### config.mk
export PLATFORM = sky130hd
export DESIGN_NAME = mem_arbiter
export DESIGN_NICKNAME = d
export VERILOG_FILES = /design/src/rtl/mem_pkg.sv /design/src/rtl/mem_arbiter.sv
export SDC_FILE = /design/constraint.sdc
export NUM_CORES = 1
export LEC_CHECK = 0
export ABC_AREA = 0
export CORE_MARGIN = 2
export CORE_UTILIZATION = 30
export CTS_BUF_LIST = sky130_fd_sc_hd__clkbuf_8
export DETAILED_ROUTE_END_ITERATION = 10
export PLACE_DENSITY = 0.86
export SKIP_LAST_GASP = 1
export SYNTH_ARGS = -nofsm -noshare
export SYNTH_HDL_FRONTEND = slang
export SYNTH_SLANG_ARGS = --single-unit
### constraint.sdc
create_clock -name clk -period 2.3 [get_ports clk]
set_input_delay 0.23 -clock clk [delete_from_list [all_inputs] [get_ports clk]]
set_output_delay 0.23 -clock clk [all_outputs]
set_load 0.02 [all_outputs]
### src/rtl/mem_pkg.sv
// mem_pkg: shared scratch-memory geometry (DATA_W, ADDR_W, MEM_DEPTH) and the client-id type
package mem_pkg;
  localparam int DATA_W = 8;
  localparam int ADDR_W = 4;
  localparam int MEM_DEPTH = 16;
  typedef logic client_t;
endpackage

### src/rtl/mem_arbiter.sv
// mem_arbiter: round-robin two-client arbiter with locked bursts for the 16x8 scratch memory; ports: cN_req/we/lock/addr/wdata in, cN_gnt/cN_rvalid/rdata out, mem_en/we/addr/wdata out, mem_rdata in
module mem_arbiter #(
  parameter int DATA_W = mem_pkg::DATA_W,
  parameter int ADDR_W = mem_pkg::ADDR_W,
  parameter int MAX_BURST = 4
) (
  input  logic              clk,
  input  logic              reset,
  input  logic              c0_req,
  input  logic              c0_we,
  input  logic              c0_lock,
  input  logic [ADDR_W-1:0] c0_addr,
  input  logic [DATA_W-1:0] c0_wdata,
  input  logic              c1_req,
  input  logic              c1_we,
  input  logic              c1_lock,
  input  logic [ADDR_W-1:0] c1_addr,
  input  logic [DATA_W-1:0] c1_wdata,
  output logic              c0_gnt,
  output logic              c1_gnt,
  output logic              c0_rvalid,
  output logic              c1_rvalid,
  output logic [DATA_W-1:0] rdata,
  output logic              mem_en,
  output logic              mem_we,
  output logic [ADDR_W-1:0] mem_addr,
  output logic [DATA_W-1:0] mem_wdata,
  input  logic [DATA_W-1:0] mem_rdata
);
  import mem_pkg::*;
  client_t last_q, last_d, owner_q, owner_d, sel;
  logic owner_valid_q, owner_valid_d;
  logic [3:0] burst_cnt_q, burst_cnt_d;
  logic [1:0] rd_pend_q, rd_pend_d;
  logic any, keep, owner_req, other_req, sel_we, sel_lock, take;
  logic [ADDR_W-1:0] sel_addr;
  logic [DATA_W-1:0] sel_wdata;
  always_comb begin
    owner_req = owner_q ? c1_req : c0_req;
    other_req = owner_q ? c0_req : c1_req;
    any = ~reset & (c0_req | c1_req);
    keep = owner_valid_q & owner_req & (~other_req | (burst_cnt_q < 4'(MAX_BURST)));
    sel = keep ? owner_q : (c0_req & c1_req) ? ~last_q : c1_req;
    sel_we = sel ? c1_we : c0_we;
    sel_lock = sel ? c1_lock : c0_lock;
    sel_addr = sel ? c1_addr : c0_addr;
    sel_wdata = sel ? c1_wdata : c0_wdata;
    c0_gnt = any & ~sel;
    c1_gnt = any & sel;
    mem_en = any;
    mem_we = any & sel_we;
    mem_addr = any ? sel_addr : '0;
    mem_wdata = any ? sel_wdata : '0;
    take = any & sel_lock;
    last_d = any ? sel : last_q;
    owner_d = take ? sel : owner_q;
    owner_valid_d = take;
    // count saturates at MAX_BURST; the handover decision only needs "reached the limit"
    burst_cnt_d = ~take ? 4'd0 :
                  ~(owner_valid_q & (owner_q == sel)) ? 4'd1 :
                  (burst_cnt_q < 4'(MAX_BURST)) ? burst_cnt_q + 4'd1 : burst_cnt_q;
    rd_pend_d = {c1_gnt & ~c1_we, c0_gnt & ~c0_we};
    c0_rvalid = ~reset & rd_pend_q[0];
    c1_rvalid = ~reset & rd_pend_q[1];
    rdata = (c0_rvalid | c1_rvalid) ? mem_rdata : '0;
  end
  always_ff @(posedge clk) begin
    if (reset) begin
      last_q <= 1'b1;
      owner_q <= 1'b0;
      owner_valid_q <= 1'b0;
      burst_cnt_q <= 4'd0;
      rd_pend_q <= 2'b00;
    end else begin
      last_q <= last_d;
      owner_q <= owner_d;
      owner_valid_q <= owner_valid_d;
      burst_cnt_q <= burst_cnt_d;
      rd_pend_q <= rd_pend_d;
    end
  end
endmodule

==> run summary <==
shortest period the worst path allows -> 2210 ps
# setup viols final -> 0
final hold vios -> 0
setup TNS -> 0 ps
average wire per cell in the routed design -> 14.0 µm
WL final -> 2520 µm
Area growth syn-to-layout -> 114%
Clock Path Buffers -> 2
CP max stage delay -> 470 ps
# IOs -> 66
Worst-path clk slew -> 50 ps
antenna diode count -> 0
hold crit path type -> reg2reg
Die W -> 51.2 µm
count of antenna-violating nets left after detailed routing -> 0
cell taking the most area after synthesis -> dfxtp_1
switching pwr -> 0.166 mW
Worst setup EP type -> output pin
initial antenna violation count -> 0
number of max-cap violations -> 0
reg2reg end -> burst_cnt_q[0]
mapped cell area -> 669 µm²
Clock Sinks -> 9
Post-CTS Setup Bufs -> 0
gr usage total -> 19.4%
Crit-path slowest cell -> or4b_1
Seq pwr share -> 29.1%
Logic pwr share -> 40.1%
Yosys reg bits -> 9
Worst Min Path Start -> burst_cnt_q[1]
sw frac -> 28.5%
Clock power frac -> 30.8%
DR iter-0 viols -> 16
Post-Synthesis Cells -> 78
H-tree depth -> 1
r2r startpoint -> burst_cnt_q[2]
Buf/Inv on CP -> 2
Slew headroom -> 65.8%
Initial Util -> 30.9%
hold path cells -> 2
vias after detailed routing -> 911
RSZ-0062 raised after global routing -> no
Mean Syn Cell Area -> 8.58 µm²
Placer Congestion -> 0.933
clk root buf -> clkbuf_8
DR pass1 iterations -> 4
grt ovf -> 0
DRC -> 0
cells along the critical path -> or4b_1 -> o211ai_2 -> and3b_1 -> buf_12 -> a22o_1 -> clkdlybuf4s15_1
Setup CP Type -> reg2out
Die Y -> 51.2 µm
synth top area cells -> dfxtp_1 (27%), a22o_1 (17%), nor2b_1 (9.3%)
drt via density -> 5.06
first-pass GRT wire length -> 3840 µm
largest net degree at the start of global routing -> 16
core box area -> 2170 µm²
Synthesized Nets -> 119
vias in the first global route -> 817
hold_buf cts -> 0
Int Pwr -> 0.416 mW
DP HPWL -> 2040 µm
critical path required time -> 2070 ps
PortBufs -> 65
WHS Endpoint -> burst_cnt_q[1]
Post-layout nets -> 194
CP delay by family, top -> simple AND/OR/NAND/NOR gates
CTS tree -> done
flop-to-flop setup slack -> 300 ps
Seq/Total Area, Yosys -> 26.9%
Pwr per Cell Area -> 405 nW/µm²
post-route clock period utilization -> 96.3%
outcome -> completed
share of cells above drive strength 1 -> 14.5%
P_leak -> 0.629 nW
Max FO, Critical Path -> 15
Worst-Margin Slew -> 505 ps
unique cell type count in the Yosys netlist -> 31
Max IR drop VDD -> 0.507 mV
Clock Latency Late Sink -> 230 ps
Yosys Warn Count -> 0
crit path DAT -> 1980 ps
Cell Rows -> 17
max-slew violations -> 0
Power, Total -> 0.581 mW
Worst Skew -> 2.14 ps
Die ar. -> 2630 µm²
CTS Buf Count -> 3
post-synth top area share -> 26.9%
fmax -> 452 MHz
crit start category -> flip-flop
cells on worst reg2reg path -> 6
-- layout by cell type, fill, tap and decap left out, drive strengths merged --
| master | count |
|---|---|
| o211a | 1 |
| or4b | 1 |
| dlymetal6s2s | 1 |
| a32oi | 1 |
| o21ba | 1 |
| nor3 | 4 |
| xor2 | 1 |
| a21oi | 2 |
| nor2b | 10 |
| o21a | 2 |
| o311ai | 1 |
| mux2i | 2 |
| dfxtp | 9 |
| mux2 | 1 |
| inv | 5 |
| clkbuf | 9 |
| a21o | 1 |
| o211ai | 1 |
| ha | 1 |
| and3b | 1 |
| clkdlybuf4s15 | 7 |
| dlygate4sd2 | 1 |
| clkdlybuf4s50 | 50 |
| buf | 9 |
| and2b | 1 |
| a22o | 13 |
| nor3b | 1 |
| nand2 | 2 |
| o21ai | 3 |
| nand2b | 2 |
| nor2 | 7 |
| nand3 | 1 |
-- routing by layer --
metal  wire, µm  track usage [%]  share of wire [%]
met1        973             20.5                 39
met2       1220             36.6                 49
met3        280             5.26                 11
met4         36             7.02                1.4
met5          0                0                  0
-- per-stage QoR --
stage | instances | hold WS, ps | utilization [%] | area [µm²] | setup slack (ps)
2_1_floorplan | 78 | 309 | - | 669 | 478
3_3_place_gp | 176 | 509 | 65.1 | 1410 | 63.5
3_5_place_dp | 176 | 527 | 65.1 | 1410 | 16.6
4_1_cts | 180 | 540 | 66.7 | 1450 | 10.2
5_1_grt | 180 | 577 | 66.1 | 1440 | 4.34
6_report | 180 | 534 | 66.1 | 1440 | 85.3
-- state kept, by name (all words and copies together), names as in the netlist --
| signal | flops |
|---|---|
| burst_cnt_q | 4 |
| owner_q | 1 |
| rd_pend_q | 2 |
| last_q | 1 |
| owner_valid_q | 1 |
-- worst max-delay path by stage --
stage	start	end	slack (ps)	cells past startpoint
global placement	c0_req	mem_wdata[0]	60	7
CTS	burst_cnt_q[2]	c1_gnt	10	6
global route	burst_cnt_q[3]	mem_wdata[7]	4	6
detailed placement	burst_cnt_q[2]	mem_we	20	7
floorplan	burst_cnt_q[2]	mem_addr[2]	480	6
finish	owner_valid_q	mem_addr[0]	90	6
-- cell usage after synthesis (all sizes together) --
cell type,instances
ha,1
a21oi,2
o211ai,1
a22o,13
nand3,1
or4b,1
o211a,1
dfxtp,9
and3b,1
o311ai,1
a32oi,1
nand2b,2
mux2i,2
and2b,1
mux2,1
nand2,2
clkbuf,1
o21a,2
nor2,7
buf,3
a21o,1
xor2,1
o21ba,1
nor2b,10
inv,4
nor3b,1
o21ai,3
nor3,4
-- kinds of logic after synthesis --
| logic type | count (synthesis) | synth area share (%) |
|---|---|---|
| AOI/OAI and AO/OA | 26 | 31.6 |
| xor gates and xnor gates | 1 | 1.31 |
| adders and majority gates | 1 | 1.87 |
| buffers and inverters | 8 | 7.47 |
| DFF | 9 | 26.9 |
| muxes | 3 | 4.67 |
| and+or+nand+nor | 30 | 26.2 |
-- worst reg2reg max path, delay by kind of cell, from the launching register on --
| kind | cells | cell delay [ps] |
|---|---|---|
| multiplexers | 1 | 350 |
| flip-flops | 1 | 320 |
| AND/OR/NAND/NOR | 1 | 260 |
| buffers and inverters | 2 | 310 |
| AO/OA/AOI/OAI | 2 | 640 |
-- power groups by stage --
stage / sequential (mW) / combinational (mW) / clock (mW)
after floorplan: 0.170 / 0.105 / 0
after global placement: 0.171 / 0.241 / 0
after detailed placement: 0.171 / 0.246 / 0
after CTS: 0.169 / 0.234 / 0.184
after global routing: 0.169 / 0.248 / 0.197
final: 0.169 / 0.233 / 0.179
-- what timing repair did --
action,CTS,global route
pin swaps,0,0
hold endpoints to repair,0,0
setup endpoints to repair,15,14
resized for setup,15,20
-- area by class of cell --
| cell class | count | area [µm²] |
|---|---|---|
| fill | 180 | 734 |
| timing repair buffer | 74 | 714 |
| multi-input combinational | 61 | 445 |
| sequential | 9 | 180 |
| clock buffer | 3 | 41.3 |
| tap | 28 | 35.0 |
| inverter | 4 | 15.0 |
| clock inverter | 1 | 3.75 |
Power figures use the tool's default switching activity.
